[config.mk]
export PLATFORM = sky130hd
export DESIGN_NAME = uart_rx_checked
export DESIGN_NICKNAME = d
export VERILOG_FILES = /design/src/rtl/uart_rx_checked.sv
export SDC_FILE = /design/constraint.sdc
export NUM_CORES = 1
export LEC_CHECK = 0
export CAP_MARGIN = 20
export CORE_UTILIZATION = 49
export CTS_CLUSTER_SIZE = 10
export DETAILED_ROUTE_END_ITERATION = 16
export PLACE_DENSITY_LB_ADDON = 0.3
export SYNTH_ARGS = -nofsm -noshare
export SYNTH_HDL_FRONTEND = slang
export SYNTH_SLANG_ARGS = --single-unit
export TNS_END_PERCENT = 10
[constraint.sdc]
create_clock -name clk -period 1.57 [get_ports clk]
set_input_delay 0.314 -clock clk [delete_from_list [all_inputs] [get_ports clk]]
set_output_delay 0.314 -clock clk [all_outputs]
set_load 0.1 [all_outputs]
[src/rtl/uart_rx_checked.sv]
// uart_rx_checked: UART receiver with a 2-FF input synchronizer, 16x oversampled
// bit recovery, a one-word holding register (rx_valid/rd_uart handshake) and
// framing-error, parity-error and sticky overrun flags.
// Optional parity bit between the last data bit and the stop bit is enabled by
// defining UART_PARITY_EN; without it the parity state is absent and parity_err
// stays 0.
module uart_rx_checked #(
  parameter int unsigned D_BIT      = 8,
  parameter int unsigned SB_TICK    = 16,
  parameter int unsigned PARITY_ODD = 0
) (
  input  logic             clk,
  input  logic             reset,
  input  logic             rx,
  input  logic             s_tick,
  input  logic             rd_uart,
  output logic [D_BIT-1:0] dout,
  output logic             rx_valid,
  output logic             rx_done_tick,
  output logic             frame_err,
  output logic             parity_err,
  output logic             overrun
);

  localparam int unsigned NW = (D_BIT > 1) ? $clog2(D_BIT) : 1;
  // Tick counter is 4 bits for one stop bit, widened for 1.5/2 stop bits.
  localparam int unsigned SW = (SB_TICK > 16) ? $clog2(SB_TICK) : 4;

  localparam logic [NW-1:0] N_LAST  = NW'(D_BIT - 1);
  localparam logic [SW-1:0] S_MID   = SW'(7);
  localparam logic [SW-1:0] S_LAST  = SW'(15);
  localparam logic [SW-1:0] S_STOP  = SW'(SB_TICK - 1);
  localparam logic          PAR_ODD = (PARITY_ODD != 0);

`ifdef UART_PARITY_EN
  typedef enum logic [2:0] {IDLE, START, DATA, PARITY, STOP} state_t;
`else
  typedef enum logic [1:0] {IDLE, START, DATA, STOP} state_t;
`endif

  state_t          state;
  logic [SW-1:0]   s;
  logic [NW-1:0]   n;
  logic [D_BIT-1:0] b;
  logic            rx_meta;
  logic            rx_s;
`ifdef UART_PARITY_EN
  logic            p;
`endif

  // Two-stage synchronizer for the asynchronous serial line; idles high.
  always_ff @(posedge clk or posedge reset) begin
    if (reset) begin
      rx_meta <= 1'b1;
      rx_s    <= 1'b1;
    end else begin
      rx_meta <= rx;
      rx_s    <= rx_meta;
    end
  end

  // Frame FSM, shift register and host-side holding register.
  always_ff @(posedge clk or posedge reset) begin
    if (reset) begin
      state        <= IDLE;
      s            <= '0;
      n            <= '0;
      b            <= '0;
`ifdef UART_PARITY_EN
      p            <= 1'b0;
`endif
      dout         <= '0;
      rx_valid     <= 1'b0;
      rx_done_tick <= 1'b0;
      frame_err    <= 1'b0;
      parity_err   <= 1'b0;
      overrun      <= 1'b0;
    end else begin
      rx_done_tick <= 1'b0;

      // Host read of a pending word; a completing frame below takes precedence.
      if (rd_uart && rx_valid) begin
        rx_valid <= 1'b0;
        overrun  <= 1'b0;
      end

      case (state)
        IDLE: begin
          if (!rx_s) begin
            state <= START;
            s     <= '0;
          end
        end

        START: begin
          if (s_tick) begin
            if (s == S_MID) begin
              if (!rx_s) begin
                state <= DATA;
                s     <= '0;
                n     <= '0;
              end else begin
                state <= IDLE;
              end
            end else begin
              s <= s + 1'b1;
            end
          end
        end

        DATA: begin
          if (s_tick) begin
            if (s == S_LAST) begin
              s <= '0;
              b <= {rx_s, b[D_BIT-1:1]};
              if (n == N_LAST) begin
`ifdef UART_PARITY_EN
                state <= PARITY;
`else
                state <= STOP;
`endif
              end else begin
                n <= n + 1'b1;
              end
            end else begin
              s <= s + 1'b1;
            end
          end
        end

`ifdef UART_PARITY_EN
        PARITY: begin
          if (s_tick) begin
            if (s == S_LAST) begin
              p     <= rx_s;
              s     <= '0;
              state <= STOP;
            end else begin
              s <= s + 1'b1;
            end
          end
        end
`endif

        STOP: begin
          if (s_tick) begin
            if (s == S_STOP) begin
              state        <= IDLE;
              dout         <= b;
              frame_err    <= ~rx_s;
`ifdef UART_PARITY_EN
              parity_err   <= (((^b) ^ p) != PAR_ODD);
`else
              parity_err   <= 1'b0 & PAR_ODD;
`endif
              rx_done_tick <= 1'b1;
              rx_valid     <= 1'b1;
              if (rd_uart) begin
                overrun <= 1'b0;
              end else if (rx_valid) begin
                overrun <= 1'b1;
              end
            end else begin
              s <= s + 1'b1;
            end
          end
        end

        default: state <= IDLE;
      endcase
    end
  end

endmodule
== Word level (Yosys, flattened, before mapping) ==
Index checks and enable logic that the tools add are counted.

* Register bits: 31
* Output and inout bits: 13
* Word-level logic and storage cells: 77

* Add/subtract/negate cells: 2
* Equal/unequal tests: 17
* Multiplexer cells: 38
* Bitwise logic cells: 1
* Reduce and logical (&&, ||, !) cells: 8

{| class="wikitable"
|+ Operator list
! cell !! number
|-
| 2-to-1 mux 4 bit || 7
|-
| inequality test 2 bit (second input constant) || 11
|-
| 2-to-1 mux 2 bit || 9
|-
| 2-to-1 mux 3 bit || 6
|-
| one-hot mux 4 bit (4 select lines) || 1
|-
| 2-to-1 mux 1 bit || 13
|-
| one-hot mux 2 bit (4 select lines) || 1
|-
| AND reduction 8 bit || 1
|-
| AND reduction 7 bit || 1
|-
| one-hot mux 3 bit (2 select lines) || 1
|-
| AND reduction 3 bit || 2
|-
| adder 4 x 1 -> 4 bit (second input constant) || 1
|-
| equality test 2 bit (second input constant) || 2
|-
| equality test 4 x 3 -> 1 bit (second input constant) || 1
|-
| equality test 4 bit (second input constant) || 1
|-
| AND reduction 4 bit || 1
|-
| adder 3 x 1 -> 3 bit (second input constant) || 1
|-
| equality test 3 bit (second input constant) || 1
|-
| equality test 2 x 1 -> 1 bit (second input constant) || 1
|-
| logical NOT 2 bit || 1
|-
| nonzero test 2 bit || 1
|-
| logical AND 1 bit || 1
|-
| NOT 1 bit || 1
|}

== Depth between registers and ports, before layout ==
Gate-level depths: netlist (run 1).

* Word-level depth: 7
* Gate-level depth with buffers: 8
* Gate-level depth less buffers: 6

== Worst setup path before layout (run 1) ==
Ideal clock, no wire load.

* Path kind: register to register
* Start: register s[0]
* End: register s[3]
* Arrival time: 1499 ps
* Setup slack: -50 ps
* Stages on the path, launching flop included: 7
* Buffers on the path: 1
* Cell sequence: dfrtp_1 -> ha_1 -> buf_2 -> and4bb_1 -> and4bb_4 -> a221o_1 -> a22o_1

* Longest elaborated chain between the ends: 4
* Elaborated cells between the ends (all ways): 12
* Classes of those cells: 1 x add/sub; 3 x eq/ne; 7 x mux; 1 x reduce/logical

{| class="wikitable"
|+ RTL lines
! item !! line !! source
|-
| start: declaration || 42 || <nowiki>logic [SW-1:0] s;</nowiki>
|-
| start signal: assignment || 106 || <nowiki>s <= s + 1'b1;</nowiki>
|-
| start signal: assignment || 126 || <nowiki>s <= s + 1'b1;</nowiki>
|-
| start signal: assignment || 164 || <nowiki>s <= s + 1'b1;</nowiki>
|-
| adder 4 x 1 -> 4 bit, or another cell as far along || 106, 126, 164 ||
|-
| 2-to-1 mux 4 bit (on tied branches) || 147, 113, 97 ||
|-
| 2-to-1 mux 4 bit (on tied branches) || 146, 112, 96 ||
|-
| one-hot mux 4 bit (4 select lines) || 87 || <nowiki>case (state)</nowiki>
|}

Several ways; a longest one is shown, not always the timed one. The select of a mux whose other input is x is not followed.
A chain may end at the register's enable or synchronous reset.

== Worst setup path after layout (run 1) ==
Same ends and word-level chain as after synthesis.

==> flow_summary.toml, run 1 <==
[worst_setup_path]
cp.depth = 5
worstPathRequired_ns = 1.78
critical_path_class = "reg -> reg"
worstReg2RegEnd = "s[3]"
r2r-start = "s[0]"
path_buf_inv = 0
crit_fanout = 6
cp_slowest_cell = "dfrtp_1"
end_kind = "flip-flop"
start_kind = "flip-flop"
worst-r2r-cell-count = 5
crit_arrival_ns = 1.80
r2r_slack_ns = -0.02
slowest_delay_ns = 0.41
cp_cell_sequence = "ha_4 -> and4bb_1 -> and4bb_4 -> a221o_1 -> a22o_1"
critPathTopFamily = "compound AO/OA/AOI/OAI gates"

[floorplan]
start_util = 0.5241
fp.dieArea_um2 = 3197
die_y_um = 56.54
fp.dieW_um = 56.54
row_count = 19
core_um2 = 2781
ios = 18

[timing]
clock_skew_ns = 0.006064
finalSetupViolations = 1
worst_slack_ns = -0.01878
period_share = 1.012
finalMaxSlewViolations = 0
min_period_ns = 1.589
grt_setup_unrepaired = "yes"
hold_viol_final = 0
max_clock_freq_mhz = 629.4

[drt]
ant_nets = 0
first_pass_iters = 4
wl_per_cell_um = 14.81
drc = 0
num_vias = 1161
dr.first_iter.drc_count = 21
avgViaCountPerCell = 5.451
routed_wl_mm = 3.154

[clock_tree]
cts_root_buffer = "clkbuf_4"
cts-buffers-inserted = 5
clk_pin_slew_ns = 0.10
cts_hold_buf = 0
cts.sinks = 31
cts_buffer_depth = 2
clk_latency_ns = 0.32
cts_tree = "built"
h-tree-depth = 2

[final_layout]
num_antenna_cells = 0
syn_to_final_growth_pct = 42.66
drive_above_1_share = 0.4066
design_area_um2 = 2079
final_core_util = 0.7476
fin_nets = 189

[logic_synthesis]
netlist-cell-type-count = 38
synth_top_area_cell = "dfrtp_1"
syn_avg_cell_area_um2 = 10.41
synth_top_area_frac = 0.4979
syn-instance-count = 140
netlist_area_um2 = 1458
synth_warnings = 0
synth-seq-cells = 31
ys_top_cells_by_area = "dfrtp_1 50%, nand2_1 9.0%, mux2_2 7.0%, dfstp_2 3.6%, ha_1 2.6%"
syn-num-nets = 148
yosysSeqAreaShare = 0.5339

[placement]
port_buffers = 16
dpl.hpwl_mm = 2.220
post_dp_cell_area_um2 = 1918
place.gp.congestion = 0.8514

[grt]
grt_antenna_before_repair = 0
grt_usage = 0.2125
grt-ovfl-total = 0
grt_max_degree = 29
grt_pass1_vias = 1135
grt_pass1_wl_mm = 5.181

[flow_run]
drv_cap = 0

[pwr]
peakVddDrop_mv = 1.263
pwr_density_cell_nw_per_um2 = 1157
p_leak_nw = 1.000

[status]
status = "finished with violations"
violations = "negative setup slack"

[worst_hold_path]
hold_class = "in -> async"
-- worst register-to-register path, cell delays in order, from the launching register on --
cell and delay [ns]:
dfrtp_1 0.41, ha_4 0.18, and4bb_1 0.22, and4bb_4 0.20, a221o_1 0.30, a22o_1 0.18
-- flip-flops by register name, summed over array words and instances (netlist names), named ones only --
name and flops:
rx_meta 1, overrun 1, rx_s 1, rx_done_tick 1, b 8, s 4, dout 8, state 1
n 3, frame_err 1, rx_valid 1
-- repair_timing --
action,in CTS,in global routing
resized for setup,3,17
setup endpoints to repair,23,17
hold endpoints to repair,0,0
setup buffers,1,1
pin swaps,1,6
-- Yosys cell counts (all sizes together) --
cell type / number
conb: 1
a22o: 2
nand3: 2
a22oi: 1
o22a: 1
ha: 3
a21oi: 2
buf: 9
nand3b: 1
nor3b: 3
o21bai: 1
o21ai: 7
a31o: 2
nand2: 35
and2: 1
a211o: 1
o41ai: 1
mux2: 9
o22ai: 2
inv: 5
o211ai: 1
nand4: 4
dfrtp: 29
and4bb: 2
nor2: 3
a211oi: 2
or3: 1
nand2b: 1
nor3: 4
dfstp: 2
a221o: 1
a311oi: 1
-- per-layer routing --
layer	wire [µm]	global-route usage
met4	19	0.06272
met1	1500	0.2883
met3	93	0.05530
met5	0	0
met2	1541	0.3361
-- area by class of cell --
type / count / area [µm²]
Timing Repair Buffer: 43 / 503.0
Multi-Input combinational cell: 95 / 660.6
Inverter: 5 / 23.77
Clock buffer: 7 / 65.06
Sequential cell: 31 / 780.7
Tap cell: 31 / 38.79
Clock inverter: 1 / 7.507
Fill cell: 195 / 701.9
-- power breakdown --
| group | internal (mW) | total, mW | switching, mW |
|---|---|---|---|
| Clock | 0.262 | 0.536 | 0.275 |
| Sequential | 0.874 | 0.970 | 0.0958 |
| Combinational | 0.481 | 0.900 | 0.419 |
| Total | 1.62 | 2.41 | 0.789 |
-- cells in the final DEF (no fill, tap or decap), types with 2 or more instances in the layout --
cell,netlist,routed
dfrtp_1,29,27
nand2_1,35,34
dfrtp_2,0,2
nand3_1,2,2
nor2_1,2,2
clkdlybuf4s50_1,0,4
buf_4,3,24
dfstp_2,2,2
mux2_2,9,9
a31o_2,2,2
o21ai_1,0,2
inv_1,4,4
nor3b_1,3,2
clkbuf_4,0,5
a21oi_1,2,2
a22o_1,2,2
buf_6,1,2
clkbuf_8,0,2
o21ai_0,7,4
o22ai_1,2,2
nor3_1,4,4
ha_1,3,2
nand4_1,3,3
buf_12,0,13
-- how the worst max path moves through the flow --
| stage | from | endpoint | slack [ns] |
|---|---|---|---|
| finish | s[0] | s[3] | -0.02 |
| global route | s[0] | s[3] | -0.1 |
| CTS | s[1] | s[3] | -0.02 |
| detailed placement | s_tick | s[2] | -0.29 |
| global placement | s_tick | s[2] | -0.28 |
| floorplan | s[0] | s[3] | -0.02 |
-- cell families (layout without fill, tap and decap cells) --
family,Yosys count,count (layout),share of synthesized area
and+or+nand+nor,57,57,0.1949
adders and majority gates,3,3,0.02575
DFF,31,31,0.5339
AOI/OAI and AO/OA,25,25,0.1202
other,1,1,0.002573
muxes,9,9,0.06953
buffers and inverters,14,56,0.05321
-- stage by stage --
step / power [mW] / cells / TNS, ns / worst slack, ns / hold slack (ns)
2_1_floorplan: 1.424 / 140 / -0.02204 / -0.02204 / 0.3185
3_3_place_gp: 1.724 / 203 / -5.320 / -0.2849 / 0.3489
3_5_place_dp: 1.735 / 203 / -5.811 / -0.2916 / 0.3472
4_1_cts: 2.296 / 212 / -0.01529 / -0.01529 / 0.1932
5_1_grt: 2.568 / 213 / -0.2614 / -0.09981 / 0.2055
6_report: 2.407 / 213 / -0.01878 / -0.01878 / 0.1919
Power figures use the tool's default switching activity.
==> run 2: changes to the inputs <==
Settings changed: CORE_UTILIZATION 49 to 36.
==> run 2 against run 1 <==
Effect of this change: the run still ends with negative setup slack left; critical path type unchanged; sequential share of layout area is 0.54 points lower; flip-flop and latch count stayed put; clock skew is 0.0019 ns lower.
==> flow_summary.toml, run 2 (synthesized netlist as in run 1, its figures left out) <==
[worst_setup_path]
slowest_delay_ns = 0.39
start_kind = "flip-flop"
r2r-start = "s[1]"
worst-r2r-cell-count = 5
setup.worst_path.end = "s[3]"
r2r_slack_ns = -0.02
critPathTopFamily = "compound AO/OA/AOI/OAI gates"
path_buf_inv = 0
crit_arrival_ns = 1.75
worstPathRequired_ns = 1.74
end_kind = "flip-flop"
cp_cell_sequence = "ha_4 -> and4bb_1 -> and4bb_4 -> a221o_1 -> a22o_1"
critical_path_class = "reg -> reg"
cp.depth = 5
crit_fanout = 7
crit_path_start = "s[1]"
worstReg2RegEnd = "s[3]"
cp_slowest_cell = "dfrtp_1"

[clock_tree]
cts_tree = "built"
h-tree-depth = 2
clk_latency_ns = 0.27
cts-buffers-inserted = 5
cts_root_buffer = "clkbuf_8"
clk_pin_slew_ns = 0.06
cts_hold_buf = 0
cts_buffer_depth = 2
cts.sinks = 31

[grt]
grt_pass1_vias = 1088
grt-ovfl-total = 0
grt_pass1_wl_mm = 5.037
grt_antenna_before_repair = 0
grt_max_degree = 32
grt_usage = 0.1561

[placement]
port_buffers = 16
dpl.hpwl_mm = 2.196
place.gp.congestion = 0.8369

[timing]
worst_slack_ns = -0.01572
min_period_ns = 1.586
finalMaxSlewViolations = 0
grt_setup_unrepaired = "yes"
fin_setup_tns_ns = -0.01572
hold_viol_final = 0
max_clock_freq_mhz = 630.6
finalSetupViolations = 1
clock_skew_ns = 0.004115
period_share = 1.010

[drt]
num_vias = 1143
drc = 0
first_pass_iters = 4
routed_wl_mm = 3.043
ant_nets = 0
avgViaCountPerCell = 4.991
dr.first_iter.drc_count = 39
wl_per_cell_um = 13.29

[flow_run]
drv_cap = 0

[final_layout]
final_core_util = 0.5577
final_cell_mix = "35 x nand2_1, 29 x dfrtp_1, 24 x buf_4"
syn_to_final_growth_pct = 44.29
final_common_cell = "nand2_1"
fin_nets = 188
num_antenna_cells = 0
drive_above_1_share = 0.3812
reg_top3 = "b: 8 flops, dout: 8 flops, s: 4 flops"

[status]
status = "finished with violations"
violations = "negative setup slack"

[floorplan]
die_y_um = 65.63
fp.dieW_um = 65.63
start_util = 0.3865
core_um2 = 3771
row_count = 22
fp.dieArea_um2 = 4307
ios = 18

[pwr]
pwr_density_cell_nw_per_um2 = 1164
p_leak_nw = 1.015
power_mw = 2.449
peakVddDrop_mv = 0.7379

[worst_hold_path]
hold_class = "reg -> reg"
run 2: changes by cell type in the layout (fill, tap and decap cells not counted), sizes merged:
cell           change
dlymetal6s2s       +1
clkdlybuf4s50      -1
buf                -1
run 2: report_power, final:
part	switching, mW	internal, mW	total (mW)
clock	0.284	0.398	0.682
sequential	0.0968	0.870	0.967
combinational	0.369	0.431	0.800
total	0.749	1.70	2.45
run 2: what timing repair did:
item                       4_1_cts  5_1_grt
setup buffers                    0        0
gates resized for setup          3        6
setup endpoints to repair       24       16
pin swaps                        1        1
run 2: per-layer routing:
metal / track usage / part of all wire
met4: 0.04891 / 0
met5: 0 / 0
met1: 0.2038 / 0.48
met2: 0.2538 / 0.49
met3: 0.03646 / 0.029
run 2: worst reg2reg max path, stage by stage, from the launching register on:
cell and delay (ns):
dfrtp_1 0.39, ha_4 0.19, and4bb_1 0.22, and4bb_4 0.20, a221o_1 0.29, a22o_1 0.18
run 2: layout make-up:
cell class / instances / area (µm²)
clock buffer: 7 / 96.34
clock inverter: 1 / 7.507
fill: 317 / 1668
inverter: 5 / 18.77
multi-input combinational: 95 / 639.4
sequential: 31 / 778.2
tap: 48 / 60.06
timing repair buffer: 42 / 503.0
run 2: metrics by stage:
step | worst slack, ns | instances | hold WS (ns) | instance area (µm²)
2_1_floorplan | -0.02204 | 140 | 0.3185 | 1464
3_3_place_gp | -0.2763 | 221 | 0.3498 | 1959
3_5_place_dp | -0.2861 | 221 | 0.3502 | 1959
4_1_cts | -0.008304 | 229 | 0.3653 | 2076
5_1_grt | -0.08115 | 229 | 0.3618 | 2103
6_report | -0.01572 | 229 | 0.3615 | 2103
run 2: worst min-delay path by stage:
stage | start | to | cells after the start
3_5_place_dp | rx_meta | rx_s | 0
6_report | rx_meta | rx_s | 0
2_1_floorplan | rx | rx_meta | 0
4_1_cts | rx_meta | rx_s | 0
5_1_grt | rx_meta | rx_s | 0
3_3_place_gp | rx_meta | rx_s | 0
==> run 3: changes to the inputs <==
Settings changed: CORE_UTILIZATION 36 to 25.
==> run 3 against run 2 <==
Effect of this change: the run now ends clean; clock skew decreased by 0.0018 ns; worst hold slack got worse by 0.054 ns; cell area increased by 2.9%; worst setup slack improved by 0.030 ns; global-route usage decreased by 4.2 points; largest power group unchanged; highest routed layer is now met4.
==> flow_summary.toml, run 3 (synthesized netlist as in run 1, its figures left out) <==
[timing]
grt_setup_unrepaired = "yes"
period_share = 0.9907
finalMaxSlewViolations = 0
finalSetupViolations = 0
hold_viol_final = 0
min_period_ns = 1.555
max_clock_freq_mhz = 642.9
worst_slack_ns = 0.01460
clock_skew_ns = 0.002347

[floorplan]
start_util = 0.2615
die_y_um = 78.36
fp.dieW_um = 78.36
fp.dieArea_um2 = 6140
row_count = 27
ios = 18
core_um2 = 5574

[final_layout]
fin_nets = 189
design_area_um2 = 2163
num_antenna_cells = 0
final_common_cell = "nand2_1"
reg_top3 = "b: 8 flops, dout: 8 flops, s: 4 flops"
drive_above_1_share = 0.3956
final_cell_mix = "34 x nand2_1, 29 x dfrtp_1, 23 x buf_4"
syn_to_final_growth_pct = 48.41

[worst_setup_path]
r2r-start = "s[1]"
critical_path_class = "reg -> reg"
cp_cell_sequence = "ha_4 -> and4bb_1 -> and4bb_4 -> a221o_1 -> a22o_1"
crit_fanout = 5
worst-r2r-cell-count = 5
start_kind = "flip-flop"
crit_arrival_ns = 1.72
slowest_delay_ns = 0.39
worstReg2RegEnd = "s[3]"
end_kind = "flip-flop"
r2r_slack_ns = 0.01
worstPathRequired_ns = 1.74
cp_slowest_cell = "dfrtp_1"

[drt]
ant_nets = 0
wl_per_cell_um = 12.36
first_pass_iters = 4
drc = 0
num_vias = 1132
avgViaCountPerCell = 4.457
dr.first_iter.drc_count = 98
routed_wl_mm = 3.139

[clock_tree]
clk_pin_slew_ns = 0.06
h-tree-depth = 2
cts_root_buffer = "clkbuf_8"
cts-buffers-inserted = 5
cts_hold_buf = 0
cts.sinks = 31
cts_tree = "built"
clk_latency_ns = 0.28
cts_buffer_depth = 2

[pwr]
pwr_density_cell_nw_per_um2 = 1142
peakVddDrop_mv = 0.3937
p_leak_nw = 1.032

[worst_hold_path]
hold_class = "in -> async"

[placement]
dp_slack_ns = -0.3148
place.gp.congestion = 0.7645
post_dp_cell_area_um2 = 1997
dpl.hpwl_mm = 2.289
port_buffers = 16

[status]
status = "finished, final reports clean"

[grt]
grt_max_degree = 11
grt_antenna_before_repair = 0
grt_pass1_wl_mm = 5.457
grt_pass1_vias = 1158
grt_usage = 0.1145
grt-ovfl-total = 0

[flow_run]
drv_cap = 0
run 3: report_power, final:
group          switching, mW  internal [mW]
combinational          0.393          0.437
clock                  0.277          0.399
sequential            0.0920          0.871
total                  0.762           1.71
run 3: critical path: cells and delay by family, from the launching register on:
family | cells | cell delay [ns]
compound gates | 2 | 0.47
fa+ha+maj | 1 | 0.18
flops | 1 | 0.39
simple gates | 2 | 0.41
run 3: what timing repair did:
item                                   in CTS  in global routing
endpoints found under the hold margin       0                  0
setup endpoints to repair                  22                 17
gates resized for setup                     7                 10
buffers inserted                            0                  0
pin swaps                                   1                  5
run 3: worst max-delay path by stage:
stage | slack, ns | cells past startpoint | endpoint | start
floorplan | -0.02 | 6 | s[3] | s[0]
global placement | -0.31 | 6 | s[2] | s_tick
detailed placement | -0.31 | 6 | s[2] | s_tick
CTS | 0.002 | 6 | n[0] | n[0]
global route | -0.04 | 6 | n[0] | n[0]
finish | 0.01 | 5 | s[3] | s[1]
run 3: metal layers:
layer  wire length (µm)  global-route usage  vias to the layer above
met5                  0                   0                        -
met4                 40             0.03519                        0
met3                109             0.03488                        5
met2               1502              0.1825                       19
met1               1487              0.1483                      537
li1                   -                   -                      571
run 3: final cells by class:
| cell class | instances | area (µm²) |
|---|---|---|
| Clock buffer | 8 | 100.1 |
| Sequential cell | 31 | 778.2 |
| Multi-Input combinational cell | 95 | 661.9 |
| Tap cell | 72 | 90.09 |
| Timing Repair Buffer | 43 | 514.2 |
| Fill cell | 560 | 3411 |
| Inverter | 5 | 18.77 |
run 3: metrics by stage:
step / cells / hold WS [ns] / setup TNS [ns] / util / power [mW]
floorplan: 140 / 0.3185 / -0.02204 / - / 1.424
global placement: 246 / 0.3465 / -6.166 / 0.3582 / 1.707
detailed placement: 246 / 0.3491 / -5.931 / 0.3582 / 1.710
CTS: 254 / 0.3080 / 0 / 0.3816 / 2.453
global route: 254 / 0.3390 / -0.2507 / 0.3881 / 2.628
finish: 254 / 0.3080 / 0 / 0.3881 / 2.470
